**src/rtl/gpu_pkg.sv**
```systemverilog
// Shared types and default widths for the line-drawing datapath.
package gpu_pkg;

  localparam int unsigned COORD_W_DEF = 16;
  localparam int unsigned PAT_W_DEF   = 16;

  typedef enum logic [1:0] {
    IDLE  = 2'd0,
    SETUP = 2'd1,
    STEP  = 2'd2,
    DONE  = 2'd3
  } state_t;

endpackage

```
**src/rtl/line_stepper_if.sv**
```systemverilog
// Request / pixel-stream bundle between a line client and line_stepper.
interface line_stepper_if #(
  parameter int unsigned COORD_W = gpu_pkg::COORD_W_DEF,
  parameter int unsigned PAT_W   = gpu_pkg::PAT_W_DEF
);

  logic               start;
  logic [COORD_W-1:0] x1;
  logic [COORD_W-1:0] y1;
  logic [COORD_W-1:0] x2;
  logic [COORD_W-1:0] y2;
  logic [PAT_W-1:0]   pattern;
  logic               busy;
  logic               pix_valid;
  logic               pix_ready;
  logic [COORD_W-1:0] x_o;
  logic [COORD_W-1:0] y_o;
  logic               pix_on;
  logic               last;
  logic               done;

  modport master (
    output start, x1, y1, x2, y2, pattern, pix_ready,
    input  busy, pix_valid, x_o, y_o, pix_on, last, done
  );

  modport slave (
    input  start, x1, y1, x2, y2, pattern, pix_ready,
    output busy, pix_valid, x_o, y_o, pix_on, last, done
  );

endinterface

```
**src/rtl/line_stepper_delta.sv**
```systemverilog
// Per-axis magnitude |b-a| (one extra bit) and direction (neg = stepping down).
module line_delta #(
  parameter int unsigned W = 16
) (
  input  logic [W-1:0] a,
  input  logic [W-1:0] b,
  output logic [W:0]   mag,
  output logic         neg
);

  always_comb begin
    neg = (b < a);
    mag = neg ? ({1'b0, a} - {1'b0, b}) : ({1'b0, b} - {1'b0, a});
  end

endmodule

```
**src/rtl/line_stepper.sv**
```systemverilog
// Bresenham line walker: latches endpoints and a dash mask, then streams one
// pixel per accepted handshake with a per-pixel pattern bit.
module line_stepper
  import gpu_pkg::*;
#(
  parameter int unsigned COORD_W = COORD_W_DEF,
  parameter int unsigned PAT_W   = PAT_W_DEF
) (
  input logic           clk,
  input logic           n_rst,
  line_stepper_if.slave bus
);

  localparam int unsigned IDX_W = (PAT_W > 1) ? $clog2(PAT_W) : 1;
  localparam int unsigned ERR_W = COORD_W + 3;

  state_t state, state_next;

  logic [COORD_W-1:0] x1_l, y1_l, x2_l, y2_l;
  logic [PAT_W-1:0]   pat_l;
  logic [COORD_W-1:0] x, y;
  logic [COORD_W:0]   dx_w, dy_w, dx, dy;
  logic               neg_x_w, neg_y_w, neg_x, neg_y;
  logic signed [ERR_W-1:0] err;
  logic [IDX_W-1:0]   idx;

  logic               at_end;
  logic               fire;
  logic               step_x, step_y;
  logic signed [ERR_W:0]   e2;
  logic signed [ERR_W-1:0] dx_s, dy_s, sub_x, add_y, err_sum;

  line_delta #(.W(COORD_W)) u_delta_x (
    .a   (x1_l),
    .b   (x2_l),
    .mag (dx_w),
    .neg (neg_x_w)
  );

  line_delta #(.W(COORD_W)) u_delta_y (
    .a   (y1_l),
    .b   (y2_l),
    .mag (dy_w),
    .neg (neg_y_w)
  );

  assign at_end = (x == x2_l) && (y == y2_l);
  assign fire   = (state == STEP) && bus.pix_ready;

  always_ff @(posedge clk or negedge n_rst) begin
    if (!n_rst) begin
      state <= IDLE;
    end else begin
      state <= state_next;
    end
  end

  always_comb begin
    state_next = state;
    unique case (state)
      IDLE:    if (bus.start) state_next = SETUP;
      SETUP:   state_next = STEP;
      STEP:    if (fire && at_end) state_next = DONE;
      DONE:    state_next = IDLE;
      default: state_next = IDLE;
    endcase
  end

  // Both axis decisions use the same doubled error, so x and y can move together.
  always_comb begin
    dx_s    = $signed({2'b00, dx});
    dy_s    = $signed({2'b00, dy});
    e2      = $signed({err, 1'b0});
    step_x  = (e2 > -$signed({3'b000, dy}));
    step_y  = (e2 <  $signed({3'b000, dx}));
    sub_x   = step_x ? dy_s : '0;
    add_y   = step_y ? dx_s : '0;
    err_sum = err - sub_x + add_y;
  end

  always_ff @(posedge clk or negedge n_rst) begin
    if (!n_rst) begin
      x1_l  <= '0;
      y1_l  <= '0;
      x2_l  <= '0;
      y2_l  <= '0;
      pat_l <= '0;
      x     <= '0;
      y     <= '0;
      dx    <= '0;
      dy    <= '0;
      neg_x <= 1'b0;
      neg_y <= 1'b0;
      err   <= '0;
      idx   <= '0;
    end else begin
      unique case (state)
        IDLE: begin
          if (bus.start) begin
            x1_l  <= bus.x1;
            y1_l  <= bus.y1;
            x2_l  <= bus.x2;
            y2_l  <= bus.y2;
            pat_l <= bus.pattern;
          end
        end
        SETUP: begin
          dx    <= dx_w;
          dy    <= dy_w;
          neg_x <= neg_x_w;
          neg_y <= neg_y_w;
          err   <= $signed({2'b00, dx_w}) - $signed({2'b00, dy_w});
          x     <= x1_l;
          y     <= y1_l;
          idx   <= '0;
        end
        STEP: begin
          if (bus.pix_ready) begin
            idx <= idx + IDX_W'(1);
            if (!at_end) begin
              err <= err_sum;
              if (step_x) x <= neg_x ? (x - COORD_W'(1)) : (x + COORD_W'(1));
              if (step_y) y <= neg_y ? (y - COORD_W'(1)) : (y + COORD_W'(1));
            end
          end
        end
        default: ;
      endcase
    end
  end

  assign bus.busy      = (state != IDLE);
  assign bus.pix_valid = (state == STEP);
  assign bus.x_o       = x;
  assign bus.y_o       = y;
  assign bus.pix_on    = (state == STEP) && pat_l[idx];
  assign bus.last      = (state == STEP) && at_end;
  assign bus.done      = (state == DONE);

endmodule

```
**src/flat_wrapper.sv**
```systemverilog
// flat-port wrapper written by rule: the top's interface ports become plain ports
module line_stepper_flat import gpu_pkg::*;
#(
  parameter int unsigned COORD_W = COORD_W_DEF,
  parameter int unsigned PAT_W   = PAT_W_DEF
)
  (clk, n_rst, bus_start, bus_x1, bus_y1, bus_x2, bus_y2, bus_pattern, bus_pix_ready, bus_busy, bus_pix_valid, bus_x_o, bus_y_o, bus_pix_on, bus_last, bus_done);
  line_stepper_if #(.COORD_W(COORD_W), .PAT_W(PAT_W)) bus_i ();
  input logic clk;
  input logic n_rst;
  input wire logic [$bits(bus_i.start)-1:0] bus_start;
  input wire logic [$bits(bus_i.x1)-1:0] bus_x1;
  input wire logic [$bits(bus_i.y1)-1:0] bus_y1;
  input wire logic [$bits(bus_i.x2)-1:0] bus_x2;
  input wire logic [$bits(bus_i.y2)-1:0] bus_y2;
  input wire logic [$bits(bus_i.pattern)-1:0] bus_pattern;
  input wire logic [$bits(bus_i.pix_ready)-1:0] bus_pix_ready;
  output wire logic [$bits(bus_i.busy)-1:0] bus_busy;
  output wire logic [$bits(bus_i.pix_valid)-1:0] bus_pix_valid;
  output wire logic [$bits(bus_i.x_o)-1:0] bus_x_o;
  output wire logic [$bits(bus_i.y_o)-1:0] bus_y_o;
  output wire logic [$bits(bus_i.pix_on)-1:0] bus_pix_on;
  output wire logic [$bits(bus_i.last)-1:0] bus_last;
  output wire logic [$bits(bus_i.done)-1:0] bus_done;
  assign bus_i.start = bus_start;
  assign bus_i.x1 = bus_x1;
  assign bus_i.y1 = bus_y1;
  assign bus_i.x2 = bus_x2;
  assign bus_i.y2 = bus_y2;
  assign bus_i.pattern = bus_pattern;
  assign bus_i.pix_ready = bus_pix_ready;
  assign bus_busy = bus_i.busy;
  assign bus_pix_valid = bus_i.pix_valid;
  assign bus_x_o = bus_i.x_o;
  assign bus_y_o = bus_i.y_o;
  assign bus_pix_on = bus_i.pix_on;
  assign bus_last = bus_i.last;
  assign bus_done = bus_i.done;
  line_stepper #(.COORD_W(COORD_W), .PAT_W(PAT_W)) u_core (.clk(clk), .n_rst(n_rst), .bus(bus_i));
endmodule
```
**config.mk**
```make
export PLATFORM = sky130hd
export DESIGN_NAME = line_stepper_flat
export DESIGN_NICKNAME = d
export VERILOG_FILES = /design/src/rtl/gpu_pkg.sv /design/src/rtl/line_stepper_if.sv /design/src/rtl/line_stepper_delta.sv /design/src/rtl/line_stepper.sv /design/src/flat_wrapper.sv
export SDC_FILE = /design/constraint.sdc
export NUM_CORES = 1
export LEC_CHECK = 0
export CAP_MARGIN = 10
export CORE_MARGIN = 2
export CORE_UTILIZATION = 45
export CTS_BUF_LIST = sky130_fd_sc_hd__clkbuf_4 sky130_fd_sc_hd__clkbuf_8 sky130_fd_sc_hd__clkbuf_16
export DETAILED_ROUTE_END_ITERATION = 8
export DONT_BUFFER_PORTS = 1
export GPL_TIMING_DRIVEN = 0
export PLACE_DENSITY = 0.67
export SLEW_MARGIN = 10
export SYNTH_ARGS = -nofsm -noshare
export SYNTH_HDL_FRONTEND = slang
export SYNTH_SLANG_ARGS = --single-unit
```
**constraint.sdc**
```tcl
create_clock -name clk -period 8 [get_ports clk]
set_clock_uncertainty 0.2 [all_clocks]
set_input_delay 1.6 -clock clk [delete_from_list [all_inputs] [get_ports clk]]
set_output_delay 1.6 -clock clk [all_outputs]
set_load 0.03 [all_outputs]
```
### Word level (Yosys, flattened, before mapping)

Cells that the tools add are included.

| storage, ports and cells | value |
|---|---|
| register bits after elaboration | 173 |
| bits of input ports | 84 |
| output and inout bits | 37 |
| word-level logic and storage cells | 81 |

| cells by class | value |
|---|---|
| $add $sub $neg | 13 |
| $lt $le $gt $ge | 5 |
| eq/ne operators | 11 |
| multiplexer cells | 24 |
| reductions and logical operators | 14 |

Operators with widths:

| cell | count |
|---|---|
| 16-bit two-way mux | 8 |
| 17-bit two-way mux | 4 |
| 16-bit by 16-bit subtractor with 17-bit output | 4 |
| 16-bit one-hot mux with 2 select lines | 2 |
| 19-bit two-way mux | 2 |
| 19-bit one-hot mux with 2 select lines | 1 |
| 16-bit by 1-bit adder with 16-bit output (second input constant) | 2 |
| 16-bit == test | 2 |
| 16-bit less-than comparator | 2 |
| 16-bit by 1-bit subtractor with 16-bit output (second input constant) | 2 |
| 20-bit greater-than comparator | 1 |
| 20-bit by 18-bit less-than comparator with 1-bit output | 1 |
| 17-bit negator with 20-bit output | 1 |
| 19-bit adder | 1 |
| 19-bit subtractor | 1 |
| 17-bit by 17-bit subtractor with 18-bit output | 1 |
| 2-bit one-hot mux with 4 select lines | 1 |
| 4-bit one-hot mux with 2 select lines | 1 |
| 4-bit AND reduction | 2 |
| 2-bit by 1-bit != test with 1-bit output (second input constant) | 3 |
| 2-bit != test (second input constant) | 3 |
| 2-bit AND reduction | 3 |
| 1-bit logical AND | 5 |
| 4-bit by 5-bit less-than comparator with 1-bit output (second input constant) | 1 |
| 10 further kinds | 13 |

### Logic depth before layout (Yosys ltp)

Gate-level depths: netlist of run 1.

| logic depth | value |
|---|---|
| depth in word-level cells | 8 |
| mapped depth | 29 |
| gate-level depth less buffers | 28 |

### Hierarchy

From an unflattened synthesis of run 1, not the netlist that was laid out.

| unflattened totals | value |
|---|---|
| cells, all modules | 1720 |
| area, all modules | 15522.4 µm² |

Modules (own cells, without submodules):

| module | instances | cells an instance | area each (µm²) | sequential area each (µm²) |
|---|---|---|---|---|
| line_stepper | 1 | 1267 | 12275.5 | 4329.2 |
| line_delta at u_core.u_delta_y | 1 | 229 | 1632.8 | 0.0 |
| line_delta at u_core.u_delta_x | 1 | 224 | 1614.0 | 0.0 |

### Worst setup path after synthesis of run 1

OpenSTA, ideal clock, no wires.

| timing path | value |
|---|---|
| path type | register -> register |
| start | register u_core.dy[7] |
| end | register u_core.err[16] |
| library setup time | 0.121 ns |
| arrival | 5.972 ns |
| data required time | 7.679 ns |
| setup slack | 1.707 ns |
| cell stages (with the launch flop) | 27 |
| buffers on the path | 1 |
| clock period less this slack | 6.293 ns |
| cells stage by stage | dfrtp_1 or3_1 nor4_1 nor2b_1 nand3_1 nor3_1 xor2_1 ha_1 nand4_1 or4_1 nor4_2 nor2_1 clkbuf_1 and2_1 fa_1 inv_1 ha_1 and3_1 a221oi_2 nand3_1 a31oi_1 o21bai_1 a21o_1 a21oi_1 xor2_1 o21ai_0 o22a_1 |

| on the way | value |
|---|---|
| longest elaborated chain between the ends | 8 |

RTL lines:

| element | line | text |
|---|---|---|
| start, declared | line_stepper.sv:22 | `logic [COORD_W:0] dx_w, dy_w, dx, dy;` |
| start signal, assigned | line_stepper.sv:109 | `dy <= dy_w;` |
| 17-bit negator with 20-bit output | line_stepper.sv:74 | `step_x = (e2 > -$signed({3'b000, dy}));` |
| 20-bit greater-than comparator | line_stepper.sv:74 |  |
| 17-bit two-way mux (*) | line_stepper.sv:76 | `sub_x = step_x ? dy_s : '0;` |
| 19-bit subtractor (*) | line_stepper.sv:78 | `err_sum = err - sub_x + add_y;` |
| 19-bit adder (*) | line_stepper.sv:78 |  |
| 19-bit two-way mux (*) | line_stepper.sv:120 | `if (!at_end) begin` |
| 19-bit two-way mux (*) | line_stepper.sv:118 | `if (bus.pix_ready) begin` |
| 19-bit one-hot mux with 2 select lines (*) | line_stepper.sv:97 | `unique case (state)` |
| end signal, assigned | line_stepper.sv:112 | `err <= $signed({2'b00, dx_w}) - $signed({2'b00, dy_w});` |
| end signal, assigned | line_stepper.sv:121 | `err <= err_sum;` |
| end, declared | line_stepper.sv:24 | `logic signed [ERR_W-1:0] err;` |

Mark *: on every way between the ends. The rest lies on a longest branch, timed or not. The select of a mux whose other input is x is not followed.
A chain may end at the register's enable or synchronous reset.

### Final worst setup path of run 1

Same ends and word-level chain as after synthesis.

==> results of run 1 <==
==> area by class of cell <==
class / count / area share, %
diodes: 1 / 0.0154
plain buffers: 55 / 1.40
clock buffers: 18 / 2.67
clock inverters: 14 / 1.10
inverters: 175 / 4.05
multi-input cells: 1286 / 60.6
flip-flops and latches: 173 / 26.7
well taps: 442 / 3.41
repair buffers: 2 / 0.0925
==> through the flow <==
| stage | instance area, um2 | setup slack [ps] | util [%] | hold WS (ps) |
|---|---|---|---|---|
| 2_1_floorplan | 15000 | 1710 | - | 274 |
| 3_3_place_gp | 15600 | 281 | 47.7 | 284 |
| 3_5_place_dp | 15600 | 274 | 47.7 | 293 |
| 4_1_cts | 16200 | 234 | 49.5 | 308 |
| 5_1_grt | 16200 | 79.6 | 49.6 | 321 |
| 6_report | 16200 | 645 | 49.6 | 307 |
==> cells by family after synthesis <==
| kind of cell | share of synthesized area, % |
|---|---|
| simple gates | 13.5 |
| compound gates | 17.5 |
| buf+inv | 5.88 |
| fa+ha+maj | 17.3 |
| flops | 28.8 |
| mux | 9.70 |
| xor+xnor | 7.28 |
==> timing repair <==
action                     CTS  global route
setup endpoints to repair    0             3
resized for setup            0             2
setup buffers                0             2
hold endpoints to repair     0             0
==> worst reg2reg max path, delay by kind of cell (launching register included) <==
| family | cells | cell delay, ps |
|---|---|---|
| adder cells (fa/ha/maj) | 3 | 1180 |
| AO/OA/AOI/OAI | 8 | 1700 |
| XOR/XNOR | 3 | 750 |
| AND/OR/NAND/NOR | 12 | 2720 |
| flip-flops | 1 | 450 |
| buffers and inverters | 2 | 280 |
==> cell usage in the layout, fill, tap and decap left out, types with 17 or more instances in the layout <==
master     netlist  layout
a21o_1          44      44
a21oi_1        140     140
a31oi_1         18      18
and2_1          20      20
clkbuf_1        36      36
clkbuf_16        0      17
dfrtp_1        173     173
fa_1            24      24
ha_1           170     170
inv_1          175     175
mux2_2          91      91
mux2i_1         32      32
nand2_1        117     117
nand3_1         29      29
nand4_1         19      19
nor2_1         113     113
nor2b_1         19      19
nor3_1          46      46
o21ai_0        100     100
xnor2_1         87      86
xor2_1          38      38
==> sequential cells by signal (all words and copies together) (netlist names) <==
name            cells
u_core.err         19
u_core.dx          17
u_core.dy          17
u_core.bus.x_o     16
u_core.bus.y_o     16
u_core.pat_l       16
u_core.x1_l        16
u_core.x2_l        16
u_core.y1_l        16
u_core.y2_l        16
u_core.idx          4
u_core.state        2
u_core.neg_x        1
u_core.neg_y        1
==> worst max path at each step <==
stage / from / endpoint
after global placement: u_core.dy[3] / u_core.err[16]
after detailed placement: u_core.dy[3] / u_core.err[16]
after global routing: u_core.dy[7] / u_core.err[16]
final: u_core.dy[7] / u_core.err[16]
after floorplan: u_core.dy[7] / u_core.err[16]
after CTS: u_core.dy[7] / u_core.err[16]
==> layer usage <==
metal,vias up,part of all wire [%]
met5,-,0
met2,465,46
li1,5972,-
met1,6106,43
met3,81,7.1
met4,0,4.0
==> summary.txt, run 1 <==
Clocking
  – Worst-path clk slew: 80 ps
  – Root Driver: clkbuf_16
  – CTS buffer count: 17
  – Hold-fix buffers, CTS: 0
  – CTS tree: yes
  – CTS Buffer Depth: 2
  – Clock Sinks: ~170
  – H-tree levels: 4
  – Worst-Skew Late Latency: approximately 440 ps

Critical path
  – Family with the most delay on the worst path: simple AND/OR/NAND/NOR gates
  – Reg-to-Reg End: u_core.err[16]
  – CP Max Fanout: 10
  – Crit. path cell count: 28
  – Crit-path slowest cell: fa_1
  – Reg-to-reg slack, setup: 650 ps
  – Crit path arrival time: 7490 ps
  – CP Data Required Time: 8140 ps
  – Worst path max stage delay: 500 ps
  – Critical path launch point type: register
  – CP bufs+invs: 2
  – Setup CP Type: reg -> reg
  – Setup crit end kind: register
  – Worst r2r src: u_core.dy[7]
  – Reg2reg path depth: 28

Global route
  – GRT Util Overall: 25.7%
  – Vias in the first global route: 12,454
  – Busiest grt layer: met2
  – Antenna violations before repair: 1
  – Largest net degree at the start of global routing: 174
  – Grt met1 use: between 30% and 40%
  – Grt ovf: 0
  – Grt met2 use: 41.2%
  – First-pass GRT wire length: about 70 mm
  – Met3 Use GR: 4.78%

Finish
  – Seq. cell area: 4330 um2
  – Final #Nets: a little under 2,000
  – Final std cells w/o fill: about 2,200
  – P&R area growth vs syn: 7.97%
  – Multi-input gate area: ~9800 um2
  – Share of cells above drive strength 1: 9.46%
  – # fillers: approximately 3,100

Yosys
  – Count of different cell masters after synthesis: 73
  – Sequential cell area fraction in the yosys report: 28.8%
  – Syn Inst Count: ~1,700
  – Post-synth top cells: inv_1 (175), dfrtp_1 (173), ha_1 (170), a21oi_1 (140), nand2_1 (117)
  – Top FF cell, synth: dfrtp_1
  – Most common cell in the netlist: inv_1
  – Synth area leaders: dfrtp_1 (29%), ha_1 (14%), mux2_2 (6.8%)
  – Post-synth EDFFs: 0
  – Synthesized area: 15,000 um2
  – Register bit total from synthesis: between 150 and 200
  – Asr flop ratio synth: 100%
  – Mean Syn Cell Area: 8.90 um2
  – Synth area leader: dfrtp_1
  – Top cell type's share of synthesized area: approximately 29%
  – Synth warnings: 0
  – Post-synthesis net count: 1,967

Placed design
  – GPL Wtd Cong: 0.940
  – Inst Count DP: about 2,100
  – Hpwl dp: 35.1 mm
  – Port bufs: 0

STA
  – Max Transition Viols Final: 0
  – RSZ-0062 raised after global routing: no
  – Final Hold Viols: 0
  – Slew headroom: 26.2%
  – Fin crit share: ~92%
  – Min Tclk post-route: 7350 ps
  – Fmax: between 100 and 150 MHz
  – TNS Setup: 0 ps
  – Worst Tran Pin Value: 1110 ps
  – Setup-failing EPs final: 0

Floorplanning
  – Core area: 32,700 um2
  – Initial Util: 46.0%
  – I/O pin cnt: 121
  – Die Height: 187 um
  – Die X: 187 um
  – Site Rows: 66
  – Die ar.: ~35,000 um2

Worst hold path
  – Hold Path Sink: u_core.pat_l[11]
  – HP Start: u_core.pat_l[11]
  – Hold Path Class: reg -> reg
  – Hold Path Depth: 1

Route
  – Wirelength per Cell: 20.6 um
  – Vias/cell: 5.83
  – Residual DRC: 0
  – Routed WL: 44.5 mm
  – DRT antenna net count: 0
  – DR iter-0 viols: ~920
  – Pre-Repair DR Iteration Count: 8
  – Vias: 12,624

Run
  – Max-Cap Viols: 0

Status
  – Run status: finished, final reports clean
Power of run 1 is left out: the tool's default activity adds up to more than one toggle a clock period on the data nets, which glitch-free logic cannot reach.
==> run 2: changes to the inputs <==
--- a/config.mk
+++ b/config.mk
@@ -9,6 +9,7 @@
 export CORE_MARGIN = 2
 export CORE_UTILIZATION = 45
 export CTS_BUF_LIST = sky130_fd_sc_hd__clkbuf_4 sky130_fd_sc_hd__clkbuf_8 sky130_fd_sc_hd__clkbuf_16
+export CTS_CLUSTER_SIZE = 24
 export DETAILED_ROUTE_END_ITERATION = 8
 export DONT_BUFFER_PORTS = 1
 export GPL_TIMING_DRIVEN = 0
==> results of run 2 <==
Same layout as run 1: the final DEF is identical, and so are final timing and power.
Power of run 2 is left out for the same reason.
